===== config.mk =====
export PLATFORM = sky130hd
export DESIGN_NAME = axil_master_arbiter
export DESIGN_NICKNAME = d
export VERILOG_FILES = /design/src/rtl/axil_arb_pkg.sv /design/src/rtl/rr_arbiter2.sv /design/src/rtl/axil_master_arbiter.sv
export SDC_FILE = /design/constraint.sdc
export NUM_CORES = 1
export LEC_CHECK = 0
export BUFFER_PORTS_ARGS = -buffer_cell sky130_fd_sc_hd__buf_2
export CORE_MARGIN = 8
export CORE_UTILIZATION = 29
export DETAILED_ROUTE_END_ITERATION = 8
export GPL_TIMING_DRIVEN = 0
export PLACE_DENSITY_LB_ADDON = 0.1
export RECOVER_POWER = 25
export SLEW_MARGIN = 15
export SYNTH_ARGS = -nofsm -noshare
export SYNTH_HDL_FRONTEND = slang
export SYNTH_HIERARCHICAL = 1
export SYNTH_SLANG_ARGS = --single-unit

===== constraint.sdc =====
create_clock -name ACLK -period 2.1 [get_ports ACLK]
set_input_delay 0.21 -clock ACLK [delete_from_list [all_inputs] [get_ports ACLK]]
set_output_delay 0.21 -clock ACLK [all_outputs]
set_load 0.01 [all_outputs]

===== src/rtl/axil_arb_pkg.sv =====
// rtl/axil_arb_pkg.sv - shared types and constants for the AXI-Lite master arbiter
package axil_arb_pkg;

  localparam int DEFAULT_REG_WIDTH = 32;

  localparam logic OWNER_0 = 1'b0;
  localparam logic OWNER_1 = 1'b1;

  typedef enum logic [2:0] {
    ST_IDLE,
    ST_RADDR,
    ST_RDATA,
    ST_WADDR,
    ST_WRESP
  } arb_state_t;

endpackage


===== src/rtl/rr_arbiter2.sv =====
// rtl/rr_arbiter2.sv - two-input round-robin grant with last-grant memory
module rr_arbiter2
  import axil_arb_pkg::*;
(
  input  logic       ACLK,
  input  logic       ARESETN,
  input  logic [1:0] req,
  input  logic       accept,
  output logic [1:0] grant,
  output logic       grant_id
);

  logic last_grant;

  // Pick the winner: a lone requester wins, a tie goes to whoever was not served last
  always_comb begin
    grant_id = OWNER_0;
    grant    = 2'b00;
    if (req == 2'b10) begin
      grant_id = OWNER_1;
    end else if (req == 2'b11) begin
      grant_id = (last_grant == OWNER_1) ? OWNER_0 : OWNER_1;
    end
    if (req != 2'b00) begin
      grant = (grant_id == OWNER_1) ? 2'b10 : 2'b01;
    end
  end

  // Remember the owner only when a command is actually taken
  always_ff @(posedge ACLK or negedge ARESETN) begin
    if (!ARESETN) begin
      last_grant <= OWNER_1;
    end else if (accept) begin
      last_grant <= grant_id;
    end
  end

endmodule


===== src/rtl/axil_master_arbiter.sv =====
// rtl/axil_master_arbiter.sv - shares one AXI-Lite master port between two clients
module axil_master_arbiter
  import axil_arb_pkg::*;
#(
  parameter int REG_WIDTH = DEFAULT_REG_WIDTH
) (
  input  logic                 ACLK,
  input  logic                 ARESETN,
  input  logic                 REQ0_VALID,
  output logic                 REQ0_READY,
  input  logic                 REQ0_WRITE,
  input  logic [REG_WIDTH-1:0] REQ0_ADDR,
  input  logic [REG_WIDTH-1:0] REQ0_WDATA,
  input  logic                 REQ1_VALID,
  output logic                 REQ1_READY,
  input  logic                 REQ1_WRITE,
  input  logic [REG_WIDTH-1:0] REQ1_ADDR,
  input  logic [REG_WIDTH-1:0] REQ1_WDATA,
  output logic                 RSP0_VALID,
  output logic                 RSP1_VALID,
  output logic [REG_WIDTH-1:0] RSP_RDATA,
  output logic [REG_WIDTH-1:0] ARADDR,
  output logic                 ARVALID,
  input  logic                 ARREADY,
  input  logic [REG_WIDTH-1:0] RDATA,
  input  logic                 RVALID,
  output logic                 RREADY,
  output logic [REG_WIDTH-1:0] AWADDR,
  output logic                 AWVALID,
  input  logic                 AWREADY,
  output logic [REG_WIDTH-1:0] WDATA,
  output logic                 WVALID,
  input  logic                 WREADY,
  input  logic                 BVALID,
  output logic                 BREADY
);

  arb_state_t           state;
  arb_state_t           state_nxt;
  logic [REG_WIDTH-1:0] addr_q;
  logic [REG_WIDTH-1:0] wdata_q;
  logic                 owner_q;
  logic                 aw_done;
  logic                 w_done;
  logic [1:0]           req;
  logic [1:0]           grant;
  logic                 grant_id;
  logic                 accept;
  logic                 sel_write;
  logic [REG_WIDTH-1:0] sel_addr;
  logic [REG_WIDTH-1:0] sel_wdata;
  logic                 aw_hs;
  logic                 w_hs;
  logic                 r_hs;
  logic                 b_hs;

  assign req       = {REQ1_VALID, REQ0_VALID};
  assign accept    = (state == ST_IDLE) && (req != 2'b00);
  assign sel_write = (grant_id == OWNER_1) ? REQ1_WRITE : REQ0_WRITE;
  assign sel_addr  = (grant_id == OWNER_1) ? REQ1_ADDR  : REQ0_ADDR;
  assign sel_wdata = (grant_id == OWNER_1) ? REQ1_WDATA : REQ0_WDATA;

  rr_arbiter2 u_rr (
    .ACLK     (ACLK),
    .ARESETN  (ARESETN),
    .req      (req),
    .accept   (accept),
    .grant    (grant),
    .grant_id (grant_id)
  );

  // READY is held low while reset is asserted so every output reads 0 in reset
  assign REQ0_READY = ARESETN && (state == ST_IDLE) && grant[0];
  assign REQ1_READY = ARESETN && (state == ST_IDLE) && grant[1];

  assign ARVALID = (state == ST_RADDR);
  assign ARADDR  = (state == ST_RADDR) ? addr_q : '0;
  assign RREADY  = (state == ST_RDATA);
  assign AWVALID = (state == ST_WADDR) && !aw_done;
  assign AWADDR  = (state == ST_WADDR) ? addr_q : '0;
  assign WVALID  = (state == ST_WADDR) && !w_done;
  assign WDATA   = (state == ST_WADDR) ? wdata_q : '0;
  assign BREADY  = (state == ST_WRESP);

  assign aw_hs = AWVALID && AWREADY;
  assign w_hs  = WVALID && WREADY;
  assign r_hs  = RVALID && RREADY;
  assign b_hs  = BVALID && BREADY;

  // State register
  always_ff @(posedge ACLK or negedge ARESETN) begin
    if (!ARESETN) begin
      state <= ST_IDLE;
    end else begin
      state <= state_nxt;
    end
  end

  // Next-state logic; the write phase leaves once both AW and W have handshaken
  always_comb begin
    state_nxt = state;
    case (state)
      ST_IDLE:  if (accept) state_nxt = sel_write ? ST_WADDR : ST_RADDR;
      ST_RADDR: if (ARREADY) state_nxt = ST_RDATA;
      ST_RDATA: if (RVALID) state_nxt = ST_IDLE;
      ST_WADDR: if ((aw_done || aw_hs) && (w_done || w_hs)) state_nxt = ST_WRESP;
      ST_WRESP: if (BVALID) state_nxt = ST_IDLE;
      default:  state_nxt = ST_IDLE;
    endcase
  end

  // Capture the winning command at acceptance
  always_ff @(posedge ACLK or negedge ARESETN) begin
    if (!ARESETN) begin
      addr_q  <= '0;
      wdata_q <= '0;
      owner_q <= OWNER_0;
    end else if (accept) begin
      addr_q  <= sel_addr;
      wdata_q <= sel_wdata;
      owner_q <= grant_id;
    end
  end

  // Track AW and W completion separately; cleared whenever the write phase is not active
  always_ff @(posedge ACLK or negedge ARESETN) begin
    if (!ARESETN) begin
      aw_done <= 1'b0;
      w_done  <= 1'b0;
    end else if (state != ST_WADDR) begin
      aw_done <= 1'b0;
      w_done  <= 1'b0;
    end else begin
      if (aw_hs) aw_done <= 1'b1;
      if (w_hs)  w_done  <= 1'b1;
    end
  end

  // One-cycle completion pulse to the owner; read data only accompanies a read completion
  always_ff @(posedge ACLK or negedge ARESETN) begin
    if (!ARESETN) begin
      RSP0_VALID <= 1'b0;
      RSP1_VALID <= 1'b0;
      RSP_RDATA  <= '0;
    end else begin
      RSP0_VALID <= (r_hs || b_hs) && (owner_q == OWNER_0);
      RSP1_VALID <= (r_hs || b_hs) && (owner_q == OWNER_1);
      RSP_RDATA  <= r_hs ? RDATA : '0;
    end
  end

endmodule


==> results of run 1 <==
[cell usage in the layout, fill, tap and decap left out, types with 2 or more instances in the layout]
cell	netlist	final
nor4b_1	2	2
nor2_1	4	4
a21boi_0	2	2
dfrtp_1	104	104
and2_1	99	99
clkbuf_8	0	2
buf_2	8	283
buf_6	5	10
buf_4	4	11
inv_1	3	3
inv_8	0	2
clkbuf_1	8	32
buf_16	0	3
dlygate4sd3_1	0	2
inv_6	0	2
mux2_4	31	31
and3_1	32	32
clkbuf_16	0	10
nand3b_1	3	3
buf_12	3	4
mux2_2	99	99
[sequential cells by signal, indices dropped and copies added (netlist names)]
register / cells
w_done: 1
RSP_RDATA: 32
owner_q: 1
RSP1_VALID: 1
aw_done: 1
u_rr/last_grant: 1
wdata_q: 32
RSP0_VALID: 1
state: 3
addr_q: 32
[layer usage]
layer | up-vias | share of wire, %
met5 | - | 0.073
met4 | 2 | 1.3
met3 | 16 | 9.8
met2 | 176 | 50
met1 | 2112 | 39
li1 | 2136 | -
[cell usage after synthesis (all sizes together)]
cell type  count
mux2         130
and3          32
mux2i          1
or4b           1
o21ai          1
nand3b         3
or4            1
o2bb2ai        1
o21bai         1
nor4b          2
a21boi         3
nand2b         1
buf           20
o221ai         1
inv            3
and2b          1
nand3          1
clkbuf        13
a31o           1
and2          99
nor3b          2
nor2           4
nor2b          2
nor3           1
dfrtp        104
dfstp          1
a21oi          1
o211ai         1
and3b          1
[power groups by stage]
| stage | sequential [mW] | clock, mW | combinational, mW |
|---|---|---|---|
| 4_1_cts | 3.26 | 1.91 | 4.99 |
| 3_3_place_gp | 3.25 | 0 | 4.78 |
| 5_1_grt | 3.37 | 1.96 | 5.41 |
| 6_report | 3.25 | 1.81 | 4.95 |
| 3_5_place_dp | 3.29 | 0 | 4.83 |
| 2_1_floorplan | 3.21 | 0 | 3.15 |
[cell type report]
class | instances | area (um^2)
Sequential cell | 105 | 2629
Multi-Input combinational cell | 292 | 2646
Clock inverter | 7 | 93.84
Timing Repair Buffer | 317 | 1669
Antenna cell | 1 | 2.502
Clock buffer | 9 | 225.2
Inverter | 3 | 11.26
Tap cell | 234 | 292.8
Buffer | 33 | 310.3
Fill cell | 1881 | 10830
[cell families after synthesis]
group	count (synthesis)
compound gates	10
buf+inv	36
flops	105
mux	131
simple gates	151
[final timing paths]
kind / end / startpoint / slack, ns
worst max-delay path: ARADDR[0] / state[0]$_DFFE_PN0P_ / 0.12
worst min-delay path: RSP_RDATA[19]$_DFF_PN0_ / RDATA[19] / 0.08
worst max register to register: wdata_q[12]$_DFFE_PN0P_ / u_rr/last_grant$_DFFE_PN1P_ / 0.18
worst min register to register: RSP0_VALID$_DFF_PN0_ / owner_q$_DFFE_PN0P_ / 0.44
max in group asynchronous: addr_q[23]$_DFFE_PN0P_ / ARESETN / 0.74
min in group asynchronous: u_rr/last_grant$_DFFE_PN1P_ / ARESETN / 0.50
[critical path: cells and delay by family (launching register included)]
family | cells | cell delay [ns]
buffers and inverters | 3 | 0.48
flip-flops | 1 | 0.36
AND/OR/NAND/NOR | 3 | 0.58
[what timing repair did]
action	CTS	global route
endpoints found under the hold margin	44	0
resized for setup	18	11
buffers inserted	2	1
hold buffers	5	0
setup endpoints to repair	92	72
gates cloned	0	1
[through the flow]
stage	power [mW]	instance area, um^2	TNS (ns)	utilization (%)	setup WS [ns]
finish	10.00	7880	0	42.13	0.1226
floorplan	6.360	5518	0	-	0.4752
global placement	8.027	7347	-48.70	39.28	-0.9444
detailed placement	8.115	7381	0	39.46	0.1065
CTS	10.15	7869	0	42.07	0.003029
global route	10.74	7880	0	42.13	0.008184
==> metrics, run 1 <==
Iter 0 DRT Violations=142; initial antenna violation count=2; Syn. warnings=6; CP Cell Sequence=buf_4, nor2b_4, and2b_2, buf_4, and2_1, buf_2; NetSw=3.484 mW; CP dominant cell by count=buf_4; placed insts=975; pin count of the biggest net entering global routing=61; CTS Buf Count=9; Seq pwr share=32.5%; WS Path Type=reg2out; WL/cell=17.82 um; Max IR drop VDD=0.5140 mV; Critical-path top delay cell=dfrtp_1; Port Buffers=307; Worst EP required=1.89 ns; slew margin rel.=43.30%; status=complete, no violations; worst r2r path cells=4; post-synthesis cell count=433; Synth Area in Compound Gates=1.406%; endpoints failing setup=0; Fmax=505.7 MHz; post-layout net count=932; grt met3 use=6.923%; Area contributors post-synth=dfrtp_1, mux2_2, and2_1; largest family of logic cells by synthesized area=multiplexers; Clk Tree Root Cell=clkbuf_16; Least-Margin Pin Slew=0.8505 ns; startpoint types=flop; Max Cap Viol=0; clk_skew=0.007369 ns; Die Height=153.9 um; Final Hold Viols=0; CTS tree=done; Initial Util=29.50%; Total GRT Usage=14.96%; CTS clk-pin slew, worst paths=0.08 ns; Sw Ratio=34.83%; mux contribution to synthesized area=28.82%; antenna viol nets, final=0; CTS Buffer Depth=2; Seq cells post-synth=105; row count=50; Int Pwr=6.519 mW; wire length after detailed routing=17840 um; gpl congestion=0.7869; RSZ-0062 raised after global routing=no; ratio of final minimum period to clock period=94.16%; top cell type by total area after synthesis=dfrtp_1; syn nets=604; combinational fraction of design power=49.4%; DP Wirelength=14170 um; final std cells w/o fill=1001; Ports=308; endpoint class of the critical path=output port; leakage power=4.177 nW; met2 GRT Util=26.25%; Netlist cell types=36; CTS HTree Levels=3; GRT overflow=0; clk sinks=105; slowest cell delay on critical path=0.36 ns; XOR/XNOR Fraction of Synth Area=0%; layout cell share with drive strength beyond 1=61.36%; synthesis-to-finish area growth=42.81%; top-area cell type share of the netlist area=47.17%; PD cells=1270 nW/um^2; Hold Worst Slack=0.07612 ns; DR pass1 iterations=4; Synth Cell Area=5518 um^2; Post-Synth Simple-Gate Area=17.55%; sequential area share after synthesis=47.64%; Clock power frac=18.1%; Pins Over Slew Limit=0; Synth Area in Adders=0%; core area=18710 um^2; routed via count=4442; crit path time final=1.977 ns; Syn Area/Cell=12.74 um^2; DRC errors left=0; clk_lat worst skew=0.35 ns; Arrival @ worst endpoint=1.77 ns; met1 usage=15.96%; via/cell ratio=4.438; die width=153.9 um; first-pass GRT wire length=28210 um; worst hold path class=in2reg; busiest grt layer=met2; Hold Path Depth=2; total die area=23700 um^2; CP max FO=10; vias in the first global route=5087
Note: power is estimated with default switching activity, not from simulation.
==> run 2, diff against run 1 <==
--- a/config.mk
+++ b/config.mk
@@ -11,7 +11,7 @@
 export DETAILED_ROUTE_END_ITERATION = 8
 export GPL_TIMING_DRIVEN = 0
 export PLACE_DENSITY_LB_ADDON = 0.1
-export RECOVER_POWER = 25
+export RECOVER_POWER = 50
 export SLEW_MARGIN = 15
 export SYNTH_ARGS = -nofsm -noshare
 export SYNTH_HDL_FRONTEND = slang
==> metrics, run 2 (synthesized netlist as in run 1, its figures left out) <==
status=complete, no violations; leakage power=4.117 nW (-1.5%); worst hold path class=in2reg; Critical-path top delay cell=dfrtp_1; vias in the first global route=5087 (unchanged); Die Height=153.9 um (unchanged); total die area=23700 um^2 (unchanged); Max Cap Viol=0 (unchanged); gpl congestion=0.7869 (unchanged); Least-Margin Pin Slew=0.8445 ns (-0.005955 ns); WS Path Type=reg2out; pin count of the biggest net entering global routing=61 (unchanged); worst r2r path cells=4 (unchanged); CTS HTree Levels=3 (unchanged); R2R Path End=wdata_q[12]$_DFFE_PN0P_; commonest cells after routing, fill and taps aside=buf_2, dfrtp_1, mux2_2; initial antenna violation count=2 (unchanged); layout cell share with drive strength beyond 1=59.92% (-1.4 points); CTS clk-pin slew, worst paths=0.08 ns (about the same); Filler Cell Count=1893 (+0.64%); worst r2r src=u_rr/last_grant$_DFFE_PN1P_; Clk Tree Root Cell=clkbuf_16; NetSw=3.487 mW (about the same); slowest cell delay on critical path=0.36 ns (about the same); Clock power frac=18.1% (about the same); via/cell ratio=4.450 (+0.27%); clk_skew=0.008604 ns (+0.001235 ns); CTS Buf Count=9 (unchanged); first-pass GRT wire length=28210 um (unchanged); Iter 0 DRT Violations=140 (-1.4%); DR pass1 iterations=4 (unchanged); clk sinks=105 (unchanged); R2R setup slack=0.18 ns (about the same); RSZ-0062 raised after global routing=no; Max IR drop VDD=0.5148 mV (+0.16%); DRC errors left=0 (unchanged); placed cell areas=7381 um^2 (unchanged); DP Wirelength=14170 um (unchanged); crit path time final=1.982 ns (+0.004656 ns); CP dominant cell by count=buf_4; Regs by FF count=RSP_RDATA (32), addr_q (32), wdata_q (32); synthesis-to-finish area growth=41.81%; Initial Util=29.50% (unchanged); PD cells=1275 nW/um^2 (+0.44%); Int Pwr=6.491 mW (-0.44%); Worst EP required=1.89 ns (about the same); Ports=308 (unchanged); GRT overflow=0 (unchanged); slew margin rel.=43.70% (+0.40 points); Pins Over Slew Limit=0 (unchanged); core area=18710 um^2 (unchanged); row count=50 (unchanged); Total GRT Usage=14.96% (unchanged); wire length after detailed routing=17840 um (about the same); Design Area, Final=7825 um^2 (-0.70%); CP max FO=10 (unchanged); CTS Buffer Depth=2 (unchanged); clk_lat worst skew=0.35 ns (about the same); endpoints failing setup=0 (unchanged); die width=153.9 um (unchanged); Final Hold Viols=0 (unchanged); Sw Ratio=34.95% (+0.11 points); WHS Endpoint=RSP_RDATA[19]$_DFF_PN0_; Post-Route Utilization=41.83% (-0.29 points); startpoint types=flop; Hold Path Depth=2 (unchanged); ratio of final minimum period to clock period=94.38% (+0.22 points); hold path start=RDATA[19]; antenna viol nets, final=0 (unchanged); Arrival @ worst endpoint=1.77 ns (about the same); most common cell after layout, fill and taps aside=buf_2; Port Buffers=307 (unchanged); Fmax=504.5 MHz (-0.23%); CTS tree=done; endpoint class of the critical path=output port; CP Cell Sequence=buf_4, nor2b_4, and2b_2, buf_4, and2_1, buf_2; post-layout net count=932 (unchanged); routed via count=4454 (+0.27%); Seq pwr share=32.6% (about the same); WL/cell=17.83 um (about the same); combinational fraction of design power=49.3% (about the same)
-- run 2: cell types whose count changed in the layout (fill, tap and decap cells not counted), sizes merged --
cell	before	now
clkdlybuf4s25	0	1
clkbuf	46	58
buf	311	298
-- run 2: layout make-up --
type / instances / area (um^2) / share of cell area (%)
Multi-Input combinational cell: 292 / 2646 / 33.82
Sequential cell: 105 / 2629 / 33.59
Timing Repair Buffer: 317 / 1620 / 20.71
Buffer: 33 / 304.0 / 3.886
Tap cell: 234 / 292.8 / 3.742
Clock buffer: 9 / 225.2 / 2.878
Clock inverter: 7 / 93.84 / 1.199
Inverter: 3 / 11.26 / 0.1439
Antenna cell: 1 / 2.502 / 0.03198
-- run 2: worst max-delay path by stage --
stage	from	end	cells after the start
floorplan	u_rr/last_grant$_DFFE_PN1P_	addr_q[26]$_DFFE_PN0P_	4
global placement	ARESETN	REQ1_READY	4
detailed placement	state[0]$_DFFE_PN0P_	ARADDR[25]	6
CTS	state[2]$_DFFE_PN0P_	WDATA[20]	6
global route	state[2]$_DFFE_PN0P_	ARADDR[25]	6
finish	state[0]$_DFFE_PN0P_	ARADDR[0]	6
-- run 2: power groups by stage --
stage	registers, mW	clock network (mW)	logic [mW]
floorplan	3.21	0	3.15
global placement	3.25	0	4.78
detailed placement	3.29	0	4.83
CTS	3.26	1.91	4.99
global route	3.37	1.96	5.38
finish	3.25	1.81	4.92
-- run 2: repair_timing --
action | in CTS | in global routing
hold endpoints to repair | 44 | 0
gates resized for setup | 18 | 11
hold buffers | 5 | 0
setup endpoints to repair | 92 | 72
setup buffers | 2 | 1
gates cloned | 0 | 1
-- run 2: stage by stage --
| step | setup slack, ns | TNS, ns | hold slack (ns) | power, mW | cells |
|---|---|---|---|---|---|
| final | 0.1180 | 0 | 0.07588 | 9.977 | 1001 |
| after CTS | 0.003029 | 0 | 0.05655 | 10.15 | 998 |
| after global placement | -0.9444 | -48.70 | 0.4232 | 8.027 | 974 |
| after global routing | 0.008185 | 0 | 0.06201 | 10.70 | 1001 |
| after floorplan | 0.4752 | 0 | -0.08559 | 6.360 | 433 |
| after detailed placement | 0.1065 | 0 | 0.1706 | 8.115 | 975 |
-- run 2: layer usage --
layer	vias to the layer above	GRT usage, %	share of wire, %
met5	-	0	0.073
li1	2138	-	-
met2	177	26.25	50
met3	16	6.923	9.8
met1	2121	15.96	39
met4	2	3.920	1.3
-- run 2: worst max-delay path: cells and delay by family, from the launching register on --
family / cells / cell delay [ns]
buffers and inverters: 3 / 0.48
DFF: 1 / 0.36
and+or+nand+nor: 3 / 0.58
==> run 3, diff against run 2 <==
--- a/config.mk
+++ b/config.mk
@@ -15,5 +15,4 @@
 export SLEW_MARGIN = 15
 export SYNTH_ARGS = -nofsm -noshare
 export SYNTH_HDL_FRONTEND = slang
-export SYNTH_HIERARCHICAL = 1
 export SYNTH_SLANG_ARGS = --single-unit
==> metrics, run 3 <==
status=complete, no violations; GRT overflow=0 (unchanged); via/cell ratio=4.378 (-1.6%); top-area cell type share of the netlist area=48.04% (+0.87 points); worst hold path class=in2reg; post-synthesis cell count=431 (-0.46%); CP Cell Sequence=buf_6, nor3_1, and2b_1, buf_8, buf_8, mux2_2; Max Cap Viol=0 (unchanged); Hold Path Depth=2 (unchanged); Iter 0 DRT Violations=104 (-26%); total die area=23310 um^2 (-1.6%); placed insts=973 (-0.21%); commonest cells after routing, fill and taps aside=buf_2, mux2_2, dfrtp_1; Total GRT Usage=14.80% (-0.16 points); DR pass1 iterations=4 (unchanged); initial antenna violation count=1 (-1); ratio of final minimum period to clock period=94.90% (+0.52 points); pin count of the biggest net entering global routing=56 (-8.2%); startpoint types=flop; Clock power frac=17.5% (-0.6 points); Die Height=152.7 um (-0.82%); top_reg_cell synth=dfrtp_1; Seq pwr share=34.0% (+1.4 points); clk_skew=0.008390 ns (-0.0002133 ns); top cell type by total area after synthesis=dfrtp_1; WHS Endpoint=RSP_RDATA[14]$_DFF_PN0_; CTS tree=done; slew margin rel.=51.80% (+8.1 points); CTS Buffer Depth=2 (unchanged); Pwr Total=9.394 mW (-5.8%); clk_lat worst skew=0.35 ns (about the same); Design Area, Final=7587 um^2 (-3.0%); Seq cells post-synth=105 (unchanged); gpl congestion=0.7466 (-5.1%); row count=50 (unchanged); Syn. warnings=0 (-6); endpoints failing setup=0 (unchanged); WL/cell=17.48 um (-1.9%); Fmax=501.8 MHz (-0.55%); hold path start=RDATA[14]; die width=152.7 um (-0.82%); Sw Ratio=35.46% (+0.51 points); DRC errors left=0 (unchanged); placed cell areas=7281 um^2 (-1.4%); synthesis-to-finish area growth=40.05%; Synth Cell Area=5418 um^2 (-1.8%); R2R Path End=addr_q[0]$_DFFE_PN0P_; Final Hold Viols=0 (unchanged); PD cells=1238 nW/um^2 (-2.9%); Int Pwr=6.063 mW (-6.6%); Initial Util=29.26% (-0.24 points); Port Buffers=307 (unchanged); top-count cell post-synth=mux2_2; crit path time final=1.993 ns (+0.01093 ns); most common library cells after synthesis=mux2_2, dfrtp_1, and2_1; endpoint class of the critical path=flop; sequential area share after synthesis=48.52% (+0.88 points); wire length after detailed routing=17380 um (-2.6%); core area=18520 um^2 (-1.0%); layout cell share with drive strength beyond 1=60.39% (+0.47 points); leakage power=4.003 nW (-2.8%); antenna viol nets, final=0 (unchanged); CTS HTree Levels=3 (unchanged); DP Wirelength=13930 um (-1.7%); Hold Worst Slack=0.08045 ns (+0.004571 ns); vias in the first global route=4909 (-3.5%); CTS clk-pin slew, worst paths=0.08 ns (about the same); Arrival @ worst endpoint=2.22 ns (+0.45 ns); Setup TNS=0 ns (unchanged); most common cell after layout, fill and taps aside=buf_2; Post-Route Utilization=40.97% (-0.86 points); NetSw=3.331 mW (-4.5%); final std cells w/o fill=994 (-0.70%); antenna cells=0 (-1); combinational fraction of design power=48.5% (-0.8 points); Critical-path top delay cell=dfrtp_1; cell family with most CP delay=simple AND/OR/NAND/NOR gates; post-layout net count=926 (-0.64%); routed via count=4352 (-2.3%); first-pass GRT wire length=27440 um (-2.7%); slowest cell delay on critical path=0.37 ns (about the same); Syn Area/Cell=12.57 um^2 (-1.4%); Pins Over Slew Limit=0 (unchanged); CP dominant cell by count=buf_8; clk sinks=105 (unchanged); Max IR drop VDD=0.4767 mV (-7.4%); fraction of registers with async set or reset after synthesis=100.0% (unchanged); worst r2r src=state[2]$_DFFE_PN0P_; Least-Margin Pin Slew=0.7230 ns (-0.1215 ns); setup ws final=0.1070 ns (-0.01093 ns); WP buf/inv=3 (unchanged); Post-synth EDFFs=0 (unchanged); WS Path Type=reg2reg; worst r2r path cells=6 (+2); Netlist cell types=31 (-14%); Clk Tree Root Cell=clkbuf_16; syn nets=602 (-0.33%); R2R setup slack=0.11 ns (-0.07 ns); CP max FO=10 (unchanged); setup slack at placement=-0.05863 ns (-0.1652 ns); RSZ-0062 raised after global routing=no; CTS Buf Count=9 (unchanged); Ports=308 (unchanged); Area contributors post-synth=dfrtp_1, mux2_2, and2_1; Worst EP required=2.33 ns (+0.44 ns); Regs by FF count=RSP_RDATA (32), addr_q (32), wdata_q (32)
==> run 3: cell count changes in the layout (fill, tap and decap cells not counted), sizes merged, moves of 3 or more <==
cell	change
clkinv	+3
clkbuf	-4
nor2	+3
inv	-4
==> run 3: worst max-delay path by stage <==
stage / cells after the start / start / endpoint
finish: 6 / state[2]$_DFFE_PN0P_ / addr_q[0]$_DFFE_PN0P_
global route: 6 / state[2]$_DFFE_PN0P_ / WDATA[13]
floorplan: 6 / state[2]$_DFFE_PN0P_ / addr_q[0]$_DFFE_PN0P_
detailed placement: 5 / state[0]$_DFFE_PN0P_ / ARADDR[19]
CTS: 5 / state[2]$_DFFE_PN0P_ / AWADDR[2]
global placement: 3 / ARESETN / REQ1_READY
==> run 3: cell families (layout without fill, tap and decap cells) <==
family | after synthesis | in the layout | synth area share, %
AND/OR/NAND/NOR | 153 | 153 | 17.92
multiplexers | 131 | 131 | 28.27
AO/OA/AOI/OAI | 8 | 8 | 1.109
flip-flops | 105 | 105 | 48.52
buffers and inverters | 34 | 363 | 4.180
==> run 3: layout make-up <==
class / count / area, um^2
fillers: 1890 / 10930
flip-flops and latches: 105 / 2629
multi-input cells: 292 / 2564
repair buffers: 314 / 1556
well taps: 234 / 292.8
plain buffers: 32 / 250.2
clock buffers: 9 / 225.2
clock inverters: 7 / 66.31
inverters: 1 / 3.754
==> run 3: layer usage <==
metal	vias to the layer above	global-route usage (%)	wire [um]	share of wire (%)
li1	2123	-	-	-
met3	20	6.324	1546	8.9
met5	-	0	9	0.052
met2	175	25.51	8673	50
met4	2	4.336	267	1.5
met1	2032	16.32	6880	40
==> run 3: power by group through the flow <==
stage                     clock (mW)  combinational, mW  sequential [mW]
final                           1.65               4.55             3.19
after global routing            1.80               4.98             3.31
after CTS                       1.74               4.70             3.21
after detailed placement           0               4.57             3.24
after global placement             0               4.52             3.21
after floorplan                    0               2.92             3.17
==> run 3: what timing repair did <==
item / in CTS / in global routing
setup endpoints to repair: 84 / 83
cloned: 0 / 1
setup buffers: 4 / 0
gates resized for setup: 14 / 16
hold buffers: 1 / 0
endpoints found under the hold margin: 51 / 0
